File: config.mk
export PLATFORM = sky130hd
export DESIGN_NAME = counter_seq_ctrl
export DESIGN_NICKNAME = d
export VERILOG_FILES = /design/src/rtl/counter_seq_pkg.sv /design/src/rtl/key_debounce.sv /design/src/rtl/counter_seq_ctrl.sv
export SDC_FILE = /design/constraint.sdc
export NUM_CORES = 1
export LEC_CHECK = 0
export CAP_MARGIN = 10
export CORE_MARGIN = 10
export CORE_UTILIZATION = 57
export DETAILED_ROUTE_END_ITERATION = 16
export PLACE_DENSITY_LB_ADDON = 0.05
export SYNTH_ARGS = -nofsm -noshare
export SYNTH_HDL_FRONTEND = slang
export SYNTH_SLANG_ARGS = --single-unit
File: constraint.sdc
create_clock -name clk -period 4 [get_ports clk]
set_clock_uncertainty 0.2 [all_clocks]
set_input_delay 1 -clock clk [delete_from_list [all_inputs] [get_ports clk]]
set_output_delay 1 -clock clk [all_outputs]
set_load 0.01 [all_outputs]
File: src/rtl/counter_seq_pkg.sv
// rtl/counter_seq_pkg.sv - state encoding and key index constants for counter_seq_ctrl
package counter_seq_pkg;

    typedef logic [1:0] seq_state_t;

    localparam seq_state_t ST_IDLE  = 2'd0;
    localparam seq_state_t ST_RUN   = 2'd1;
    localparam seq_state_t ST_PAUSE = 2'd2;
    localparam seq_state_t ST_DONE  = 2'd3;

    localparam int K_START = 0;
    localparam int K_STEP  = 1;
    localparam int K_CLEAR = 2;

endpackage

File: src/rtl/key_debounce.sv
// rtl/key_debounce.sv - one key: 2-FF sync, debounce (COUNTER_SEQ_DEBOUNCE_EN), press pulse
module key_debounce #(
    parameter int DB_CYCLES = 1_000_000
) (
    input  logic clk,
    input  logic rst,
    input  logic key_n,
    output logic press
);

    logic sync1;
    logic sync2;
    logic level;
    logic level_q;

    always_ff @(posedge clk) begin
        if (rst) begin
            sync1 <= 1'b1;
            sync2 <= 1'b1;
        end else begin
            sync1 <= key_n;
            sync2 <= sync1;
        end
    end

`ifdef COUNTER_SEQ_DEBOUNCE_EN
    localparam int CW = (DB_CYCLES > 1) ? $clog2(DB_CYCLES) : 1;

    logic [CW-1:0] db_cnt;

    // The accepted level only moves after DB_CYCLES consecutive disagreeing samples.
    always_ff @(posedge clk) begin
        if (rst) begin
            level  <= 1'b1;
            db_cnt <= '0;
        end else if (sync2 == level) begin
            db_cnt <= '0;
        end else if (db_cnt == CW'(DB_CYCLES - 1)) begin
            level  <= sync2;
            db_cnt <= '0;
        end else begin
            db_cnt <= db_cnt + 1'b1;
        end
    end
`else
    localparam int unused_db_cycles = DB_CYCLES;

    assign level = sync2;
`endif

    always_ff @(posedge clk) begin
        if (rst) begin
            level_q <= 1'b1;
        end else begin
            level_q <= level;
        end
    end

    assign press = level_q & ~level;

endmodule

File: src/rtl/counter_seq_ctrl.sv
// rtl/counter_seq_ctrl.sv - run/pause/step/clear sequencer for the modulo-M counter (COUNTER_SEQ_DEBOUNCE_EN)
module counter_seq_ctrl
    import counter_seq_pkg::*;
#(
    parameter int M         = 8,
    parameter int CNT_W     = 8,
    parameter int DIV       = 50_000_000,
    parameter int DB_CYCLES = 1_000_000
) (
    input  logic             clk,
    input  logic             rst,
    input  logic [3:0]       key_n,
    input  logic             oneshot,
    input  logic [CNT_W-1:0] cnt_value,
    output logic             cnt_en,
    output logic             cnt_clr,
    output logic [1:0]       state,
    output logic             running,
    output logic             done
);

    localparam int PW = $clog2(DIV);

    logic          ev_start;
    logic          ev_step;
    logic          ev_clear;
    logic          unused_key;
    seq_state_t    state_q;
    seq_state_t    state_next;
    logic          en_next;
    logic          clr_next;
    logic [PW-1:0] presc;
    logic          run_adv;
    logic          tick;
    logic          at_tc;

    assign unused_key = key_n[3];

    key_debounce #(.DB_CYCLES(DB_CYCLES)) u_key_start (
        .clk(clk), .rst(rst), .key_n(key_n[K_START]), .press(ev_start)
    );
    key_debounce #(.DB_CYCLES(DB_CYCLES)) u_key_step (
        .clk(clk), .rst(rst), .key_n(key_n[K_STEP]), .press(ev_step)
    );
    key_debounce #(.DB_CYCLES(DB_CYCLES)) u_key_clear (
        .clk(clk), .rst(rst), .key_n(key_n[K_CLEAR]), .press(ev_clear)
    );

    // A start or clear event pre-empts the prescaler for that cycle, so no tick is lost into PAUSE.
    assign run_adv = (state_q == ST_RUN) && !ev_clear && !ev_start;
    assign tick    = run_adv && (presc == PW'(DIV - 1));
    assign at_tc   = (cnt_value == CNT_W'(M - 1));

    always_ff @(posedge clk) begin
        if (rst) begin
            state_q <= ST_IDLE;
        end else begin
            state_q <= state_next;
        end
    end

    always_comb begin
        state_next = state_q;
        if (ev_clear) begin
            state_next = ST_IDLE;
        end else begin
            case (state_q)
                ST_IDLE:  if (ev_start) state_next = ST_RUN;
                ST_RUN: begin
                    if (ev_start)                    state_next = ST_PAUSE;
                    else if (tick && oneshot && at_tc) state_next = ST_DONE;
                end
                ST_PAUSE: if (ev_start) state_next = ST_RUN;
                ST_DONE:  if (ev_start) state_next = ST_RUN;
                default:  state_next = ST_IDLE;
            endcase
        end
    end

    always_comb begin
        en_next  = 1'b0;
        clr_next = 1'b0;
        if (ev_clear) begin
            clr_next = 1'b1;
        end else begin
            case (state_q)
                ST_IDLE, ST_PAUSE: en_next  = ev_step && !ev_start;
                ST_RUN:            en_next  = tick && !(oneshot && at_tc);
                ST_DONE:           clr_next = ev_start;
                default:           ;
            endcase
        end
    end

    always_ff @(posedge clk) begin
        if (rst) begin
            cnt_en  <= 1'b0;
            cnt_clr <= 1'b1;
        end else begin
            cnt_en  <= en_next & ~clr_next;
            cnt_clr <= clr_next;
        end
    end

    // Held at zero outside RUN/PAUSE, so entering RUN from IDLE or DONE always starts a full period.
    always_ff @(posedge clk) begin
        if (rst || ev_clear || state_q == ST_IDLE || state_q == ST_DONE) begin
            presc <= '0;
        end else if (run_adv) begin
            presc <= tick ? '0 : presc + 1'b1;
        end
    end

    assign state   = state_q;
    assign running = (state_q == ST_RUN);
    assign done    = (state_q == ST_DONE);

endmodule

==> reports/summary.txt <==
Fmax - 0.345 GHz
reg-to-reg critical path endpoint - presc[25]$_SDFFE_PP0P_
final instance area - 2020 um^2
end of the critical path - presc[25]$_SDFFE_PP0P_
Starting Density - 0.586
commonest non-fill, non-tap cell in the layout - dfxtp_1
max_cap viols - 0
GRT busiest layer - met2
clock sink count - 39
Setup TNS Final - 0 ns
num rows - 20
clk_lat worst skew - 0.35 ns
Non-Filler Instances - 244
Switch Pwr - 141 uW
CP startpoint kind - input pin
CTS tree - yes
highest fanout seen on the critical path - 26
Max stage delay on crit path - 0.74 ns
I/O pin count - 21
register with the most flip-flops - presc
most frequent cells in the layout - dfxtp_1, nor2_1, xnor2_1, clkdlybuf4s50_1, nand2_1
routed vias/inst - 5.61
Reg clk slew, reported paths - 0.12 ns
worst flop-to-flop path startpoint - state[0]$_SDFFE_PP0P_
Slowest cell on crit path - or3_1
Avg Cell Area, Syn - 9.21 um^2
CTS Root Cell - clkbuf_4
Critical Path Sink Type - flip-flop
CTS max path bufs - 2
placed cell count - 236
Pint - 562 uW
Tot Pwr - 703 uW
vias in the first global route - 1267
post-detailed-route wirelength per cell - 14.2 um
CP Data Arrival Time - 3.00 ns
Clock Power Share - 0.390
largest net degree at the start of global routing - 27
via count - 1368
nets - 226
#FFs+latches synth - 39
post-synth top area cell - dfxtp_1
Routability Congestion - 0.763
Post-synth EDFFs - 0
Routed Wire Length - 3.47 mm
Async SR Flop Fraction - 0
first-pass GRT wire length - 5.63 mm
die footprint - 5710 um^2
H-tree Lvls - 2
CP required - 4.10 ns
Iter 0 DRT Violations - 46
ANT nets after route - 0
Slew headroom - 0.437
Sw Share - 0.200
Gate Count Post-Synth - 191
Post-synth top flop - dfxtp_1
total CTS buffers - 5
Cell Pwr Density - 348 nW/um^2
status - finished clean
CTS Hold Bufs - 0
worst-path cell chain - clkdlybuf4s50_1, or2_2, or3_1, o21ba_1
total global-route track usage - 0.128
share of cells above drive strength 1 - 0.114
crit path time final - 2.90 ns
WS Path Type - in2reg
CP Depth - 4
Buf/Inv on CP - 1
fin crit share - 0.724
yosys warns - 0
area grow syn2layout - 14.8%
GR Util met3 - 0.0469
synth top area cells - dfxtp_1, xnor2_1, nor2_1
grt total ovfl - 0
Flop pwr share - 0.563
Worst-Margin Slew - 0.845 ns
Worst Hold Class - reg2reg
placed inst area - 1930 um^2
r2r worst-path depth - 5
Core Box Area - 3000 um^2
endpoints failing setup - 0
DIE WIDTH - 75.6 um
Final Hold Viols - 0
post-synthesis cell area - 1760 um^2
Max IR drop VDD - 0.000230 V
Reg2Reg Setup Slack - 1.20 ns
Port Buf Inserts - 19
HPWL after DPL - 2.48 mm
DR pass1 iterations - 4
GR met2 Demand/Resource - 0.209
Pleak - 0.644 nW
RSZ-0062 raised after global routing - false
n_diodes - 0
Mapped Nets - 207
max-slew violation count - 0
post_cts resized - 0
grt met1 use - 0.146
post-CTS setup buffers - 0
fillcell total - 258
Critical Path Start - rst
Synth top area share - 0.444
Comb pwr share - 0.047
Remaining DRCs - 0
Die Y - 75.6 um
CP top delay family - simple AND/OR/NAND/NOR gates
Synth cell types - 41
post-synthesis sequential area ratio - 0.444
max FFs per register - 26
initial antenna violation count - 0
-- worst min path at each step --
| stage | start | endpoint | slack, ns | cells past startpoint |
|---|---|---|---|---|
| after detailed placement | u_key_clear.sync1$_SDFF_PP1_ | u_key_clear.level$_SDFF_PP1_ | 0.19 | 1 |
| after floorplan | u_key_clear.sync1$_SDFF_PP1_ | u_key_clear.level$_SDFF_PP1_ | 0.19 | 1 |
| final | u_key_step.sync1$_SDFF_PP1_ | u_key_step.level$_SDFF_PP1_ | 0.22 | 1 |
| after global placement | u_key_step.sync1$_SDFF_PP1_ | u_key_step.level$_SDFF_PP1_ | 0.19 | 1 |
| after global routing | u_key_clear.sync1$_SDFF_PP1_ | u_key_clear.level$_SDFF_PP1_ | 0.23 | 1 |
| after CTS | u_key_step.sync1$_SDFF_PP1_ | u_key_step.level$_SDFF_PP1_ | 0.22 | 1 |
-- power groups by stage --
stage	clock network, mW	registers, mW	logic, mW
after global routing	0.300	0.397	0.0359
final	0.274	0.396	0.0330
after floorplan	0	0.405	0.0142
after global placement	0	0.404	0.0322
after detailed placement	0	0.405	0.0329
after CTS	0.282	0.396	0.0332
-- final cells by class --
cell class	instances	area, um^2	area share
Multi-Input combinational cell	141	906	0.449
Clock buffer	6	51.3	0.0254
Timing Repair Buffer	19	190	0.0942
Inverter	4	15.0	0.00743
Tap cell	33	41.3	0.0204
Sequential cell	39	781	0.387
Clock inverter	2	35.0	0.0173
-- logic make-up after synthesis --
| family | count (synthesis) | share of synthesized area |
|---|---|---|
| DFF | 39 | 0.444 |
| and+or+nand+nor | 108 | 0.351 |
| xor gates and xnor gates | 24 | 0.119 |
| adders and majority gates | 1 | 0.00711 |
| buffers and inverters | 11 | 0.0412 |
| AOI/OAI and AO/OA | 7 | 0.0320 |
| muxes | 1 | 0.00569 |
-- metal layers --
metal | routed length [um] | share of wire
met5 | 0 | 0
met4 | 53 | 0.015
met3 | 177 | 0.051
met2 | 1680 | 0.48
met1 | 1570 | 0.45
-- synth_stat cells (2+ instances only) --
library cell,instances
dfxtp_1,39
nor2_1,34
xnor2_1,23
nand2_1,11
or2_2,10
nor3_1,9
nand3_1,7
nor4_1,7
and4_1,4
inv_1,4
nand4_1,4
buf_6,3
nor2b_1,3
and2_1,2
buf_4,2
nor4b_1,2
or3_1,2
or4_1,2
-- metrics by stage --
| step | hold WS [ns] | utilization | worst slack [ns] |
|---|---|---|---|
| floorplan | 0.189 | - | 1.70 |
| global placement | 0.193 | 0.644 | 0.758 |
| detailed placement | 0.194 | 0.644 | 0.733 |
| CTS | 0.221 | 0.673 | 1.11 |
| global route | 0.230 | 0.673 | 1.00 |
| finish | 0.216 | 0.673 | 1.10 |
Power figures use the tool's default switching activity.
